==> src/rtl/cam_lookup_sched.sv <==
// rtl/cam_lookup_sched.sv - round-robin scheduler sharing one registered CAM lookup port
//
// Purpose: accepts at most one key per cycle from NREQ requesters using
// round-robin arbitration. It drives the granted key to the external CAM and
// tracks each lookup through a two-stage tag pipeline. The CAM result is
// returned to the issuing requester two cycles after accept.
//
// Optional feature: define CAM_SCHED_STATS_EN to add saturating 16-bit
// hit/miss counters and the stat_* ports.
//
// Ports:
//   clk, reset        clock; asynchronous active-low reset (shared with the CAM)
//   req_valid/req_key per-requester request and key (requester i at [i*KEY_W +: KEY_W])
//   req_ready         one-hot grant
//   rsp_valid         one-hot single-cycle response strobe
//   rsp_hit/rsp_addr  lookup result, qualified by any rsp_valid bit
//   cam_data_in       key to the CAM (zero when nothing is granted)
//   cam_is_hit/addr   registered CAM result
//   stat_clr/stat_hits/stat_misses  counters (CAM_SCHED_STATS_EN only)
module cam_lookup_sched #(
    parameter int NREQ   = 4,
    parameter int KEY_W  = 4,
    parameter int ADDR_W = 2
) (
    input  logic                    clk,
    input  logic                    reset,
    input  logic [NREQ-1:0]         req_valid,
    input  logic [NREQ*KEY_W-1:0]   req_key,
    output logic [NREQ-1:0]         req_ready,
    output logic [NREQ-1:0]         rsp_valid,
    output logic                    rsp_hit,
    output logic [ADDR_W-1:0]       rsp_addr,
    output logic [KEY_W-1:0]        cam_data_in,
    input  logic                    cam_is_hit,
    input  logic [ADDR_W-1:0]       cam_addr
`ifdef CAM_SCHED_STATS_EN
    ,
    input  logic                    stat_clr,
    output logic [15:0]             stat_hits,
    output logic [15:0]             stat_misses
`endif
);

    localparam int PW = $clog2(NREQ);

    logic [PW-1:0] rr_ptr;
    logic [PW-1:0] cand;
    logic [PW-1:0] grant_idx;
    logic          grant_found;

    logic          s1_valid;
    logic [PW-1:0] s1_idx;
    logic          s2_valid;
    logic [PW-1:0] s2_idx;

    // Scan from rr_ptr upward; PW-bit addition wraps modulo NREQ because
    // NREQ is a power of two.
    always_comb begin
        cand        = '0;
        grant_idx   = '0;
        grant_found = 1'b0;
        for (int k = 0; k < NREQ; k++) begin
            cand = rr_ptr + PW'(k);
            if (!grant_found && req_valid[cand]) begin
                grant_found = 1'b1;
                grant_idx   = cand;
            end
        end
    end

    always_comb begin
        req_ready   = '0;
        cam_data_in = '0;
        if (grant_found) begin
            req_ready   = NREQ'(1) << grant_idx;
            cam_data_in = req_key[int'(grant_idx)*KEY_W +: KEY_W];
        end
    end

    assign rsp_valid = s2_valid ? (NREQ'(1) << s2_idx) : '0;

    // A grant is always a transfer: req_ready is only raised on a valid bit.
    always_ff @(posedge clk or negedge reset) begin
        if (!reset) begin
            rr_ptr   <= '0;
            s1_valid <= 1'b0;
            s1_idx   <= '0;
            s2_valid <= 1'b0;
            s2_idx   <= '0;
            rsp_hit  <= 1'b0;
            rsp_addr <= '0;
        end else begin
            if (grant_found) begin
                rr_ptr <= grant_idx + PW'(1);
            end
            s1_valid <= grant_found;
            s1_idx   <= grant_idx;
            s2_valid <= s1_valid;
            s2_idx   <= s1_idx;
            // Result only captured when the CAM output belongs to a real
            // lookup, so idle cycles leave the last response visible.
            if (s1_valid) begin
                rsp_hit  <= cam_is_hit;
                rsp_addr <= cam_addr;
            end
        end
    end

`ifdef CAM_SCHED_STATS_EN
    logic [15:0] stat_hits_q;
    logic [15:0] stat_misses_q;

    always_ff @(posedge clk or negedge reset) begin
        if (!reset) begin
            stat_hits_q   <= '0;
            stat_misses_q <= '0;
        end else if (stat_clr) begin
            stat_hits_q   <= '0;
            stat_misses_q <= '0;
        end else if (s2_valid) begin
            if (rsp_hit) begin
                if (stat_hits_q != 16'hFFFF) stat_hits_q <= stat_hits_q + 16'd1;
            end else begin
                if (stat_misses_q != 16'hFFFF) stat_misses_q <= stat_misses_q + 16'd1;
            end
        end
    end

    assign stat_hits   = stat_hits_q;
    assign stat_misses = stat_misses_q;
`endif

endmodule

==> config.mk <==
export PLATFORM = sky130hd
export DESIGN_NAME = cam_lookup_sched
export DESIGN_NICKNAME = d
export VERILOG_FILES = /design/src/rtl/cam_lookup_sched.sv
export SDC_FILE = /design/constraint.sdc
export NUM_CORES = 1
export LEC_CHECK = 0
export ABC_AREA = 1
export BUFFER_PORTS_ARGS = -buffer_cell sky130_fd_sc_hd__buf_4
export CAP_MARGIN = 10
export CORE_MARGIN = 5
export CORE_UTILIZATION = 53
export CTS_BUF_LIST = sky130_fd_sc_hd__clkbuf_8
export DETAILED_ROUTE_END_ITERATION = 10
export PLACE_DENSITY = 0.88
export SLEW_MARGIN = 30
export SYNTH_ARGS = -nofsm -noshare
export SYNTH_HDL_FRONTEND = slang
export SYNTH_SLANG_ARGS = --single-unit
==> constraint.sdc <==
create_clock -name clk -period 2.9 [get_ports clk]
set_clock_uncertainty 0.05 [all_clocks]
set_input_delay 0 -clock clk [delete_from_list [all_inputs] [get_ports clk]]
set_output_delay 0 -clock clk [all_outputs]
set_load 0.02 [all_outputs]
==> results.toml <==
[place]
routabilityCongestion = 0.7976
place_ws_ns = 0.5989
dp_cells = 204
hpwlAfterDp_mm = 1.979
portBuffers = 39

[routing]
viasPerCell = 4.849
drt-initial-drc-count = 25
drc = 0
ant_nets = 0
first_pass_iters = 4
via_count = 1028
wl_mm = 2.540
drt-wirelength-per-cell_um = 11.98

[job]
drv_cap = 0

[clock_network]
cts_max_level = 1
clockBufferDepth = 2
cts_tree = "built"
cts_sinks = 11
root_buffer = "clkbuf_8"
clk_pin_slew_ns = 0.05
clk_latency_ns = 0.23
cts_buffers = 3

[global_routing]
antenna_found_initial = 0
grt_max_degree = 14
grt_pass1_wl_mm = 4.202
grt_pass1_vias = 996
grt-ovfl-total = 0
track_usage = 0.1996

[synth]
seq_area_frac_synth = 0.2774
synth_top_area_frac = 0.2774
synth_nets = 171
synthCells = 142
synth_cell_types = 21
syn_avg_cell_area_sq_um = 6.987
synthesis.area_sq_um = 992.2
ys_top_cells_by_area = "dfrtp_1, nand2_1, inv_1"
ys_ff_latch = 11
synth_top_area_cell = "dfrtp_1"
synth-warning-count = 0

[critical_path]
rrSetupSlack_ns = 0.56
path_class = "reg -> out"
cp-end-kind = "output pin"
start_kind = "register"
crit_fanout = 13
r2r-end = "rr_ptr[1]"
required_ns = 2.85
r2r-start = "rr_ptr[0]"
cp.arrival_ns = 2.53
ff2ff_path_depth = 12

[timing]
period_share = 0.8885
final-hold-violation-count = 0
report.final.slew_viol_count = 0
setup_viol = 0
relSlewSlack = 0.7222
max_freq_mhz = 388.1
rsz0062_at_grt = "false"
min_period_ns = 2.577
setup_ws_ns = 0.3233
fin_tns_setup_ns = 0
tightest_slew_ns = 0.4167

[outcome]
status = "finished clean"

[layout]
post-route-util = 0.7921
nNetsFinal = 217
area_growth_pct = 39.34
drive_above_1_share = 0.3583
num-fill-cells = 120
stdcell_count = 212
n_antenna_cell = 0

[floorplan]
fp.dieW_um = 53.27
io_pins = 40
num_rows = 15
core_area_sq_um = 1745
fp.dieArea_sq_um = 2837
die_y_um = 53.27
initial_core_util = 0.5685

[min_path]
hold_class = "in -> async"
-- layout by cell type (no fill, tap or decap), drive strengths merged --
cell	n
mux2	3
o21ai	2
nor3	4
inv	33
a21oi	5
buf	39
dfrtp	11
nand3	19
clkbuf	3
ha	4
nor2	2
nand4	1
nand3b	4
nand2	53
dlygate4sd3	4
-- sequential cells by signal (all words and copies together), names as in the netlist --
register and flops:
s2_idx 2, rsp_addr 2, s1_valid 1, s1_idx 2, rsp_hit 1, s2_valid 1
rr_ptr 2
-- routing by layer --
| metal | vias up | share of wire | GRT usage |
|---|---|---|---|
| met5 | - | 0 | 0 |
| met1 | 460 | 0.42 | 0.2240 |
| li1 | 525 | - | - |
| met2 | 41 | 0.51 | 0.3776 |
| met3 | 2 | 0.065 | 0.03944 |
| met4 | 0 | 0.0071 | 0.04681 |
-- cell type report --
| class | count | area (sq um) | area share |
|---|---|---|---|
| flip-flops and latches | 11 | 275.3 | 0.1991 |
| inverters | 32 | 120.1 | 0.08688 |
| well taps | 25 | 31.28 | 0.02262 |
| clock buffers | 3 | 41.29 | 0.02986 |
| multi-input cells | 97 | 578.1 | 0.4181 |
| clock inverters | 1 | 3.754 | 0.002715 |
| repair buffers | 43 | 332.8 | 0.2407 |
-- cell families after synthesis --
group,after synthesis,share of synthesized area
buffers and inverters,34,0.1400
flip-flops,11,0.2774
AND/OR/NAND/NOR,83,0.4628
multiplexers,3,0.03405
AO/OA/AOI/OAI,7,0.03530
adder cells (fa/ha/maj),4,0.05044
-- worst max path at each step --
stage	startpoint	end	slack, ns	cells past startpoint
floorplan	rr_ptr[0]	rr_ptr[1]	0.98	13
global placement	rr_ptr[0]	rr_ptr[1]	0.67	12
detailed placement	rr_ptr[0]	rr_ptr[1]	0.60	12
CTS	rr_ptr[0]	req_ready[2]	0.38	13
global route	rr_ptr[0]	req_ready[0]	0.04	13
finish	rr_ptr[0]	req_ready[0]	0.32	13
-- per-stage QoR --
step                      area, sq um  hold WS (ns)
final                            1383       0.09959
after global routing             1383        0.1216
after CTS                        1383       0.09609
after detailed placement         1297       -0.2112
after global placement           1297       -0.2125
after floorplan                 992.2       -0.3456
-- critical path, stage by stage (launching register included) --
cell and delay (ns):
dfrtp_1 0.59, inv_2 0.15, nand2_1 0.13, nand2_4 0.08
o21ai_1 0.17, inv_1 0.09, nand3_4 0.15, nand2_4 0.10
nand2_2 0.25, inv_1 0.11, ha_1 0.21, nand2_1 0.07
inv_1 0.04, buf_4 0.14
-- what timing repair did --
item,4_1_cts,5_1_grt
gates resized for setup,0,0
hold endpoints to repair,14,0
buffers inserted,0,0
hold buffers,4,0
-- synth_stat cells --
cell type,n
nand2_1,38
inv_1,29
nand3_1,16
dfrtp_1,11
nand2_2,10
a21oi_1,5
nand2_4,5
ha_1,4
nand3b_1,4
nor3_1,4
inv_2,3
mux2_2,3
nand3_2,2
buf_4,1
buf_6,1
nand3_4,1
nand4_1,1
nor2_1,1
nor2_8,1
o21ai_0,1
o21ai_1,1
Power is left out: the tool's default activity adds up to more than one toggle a clock period on the data nets, which glitch-free logic cannot reach.
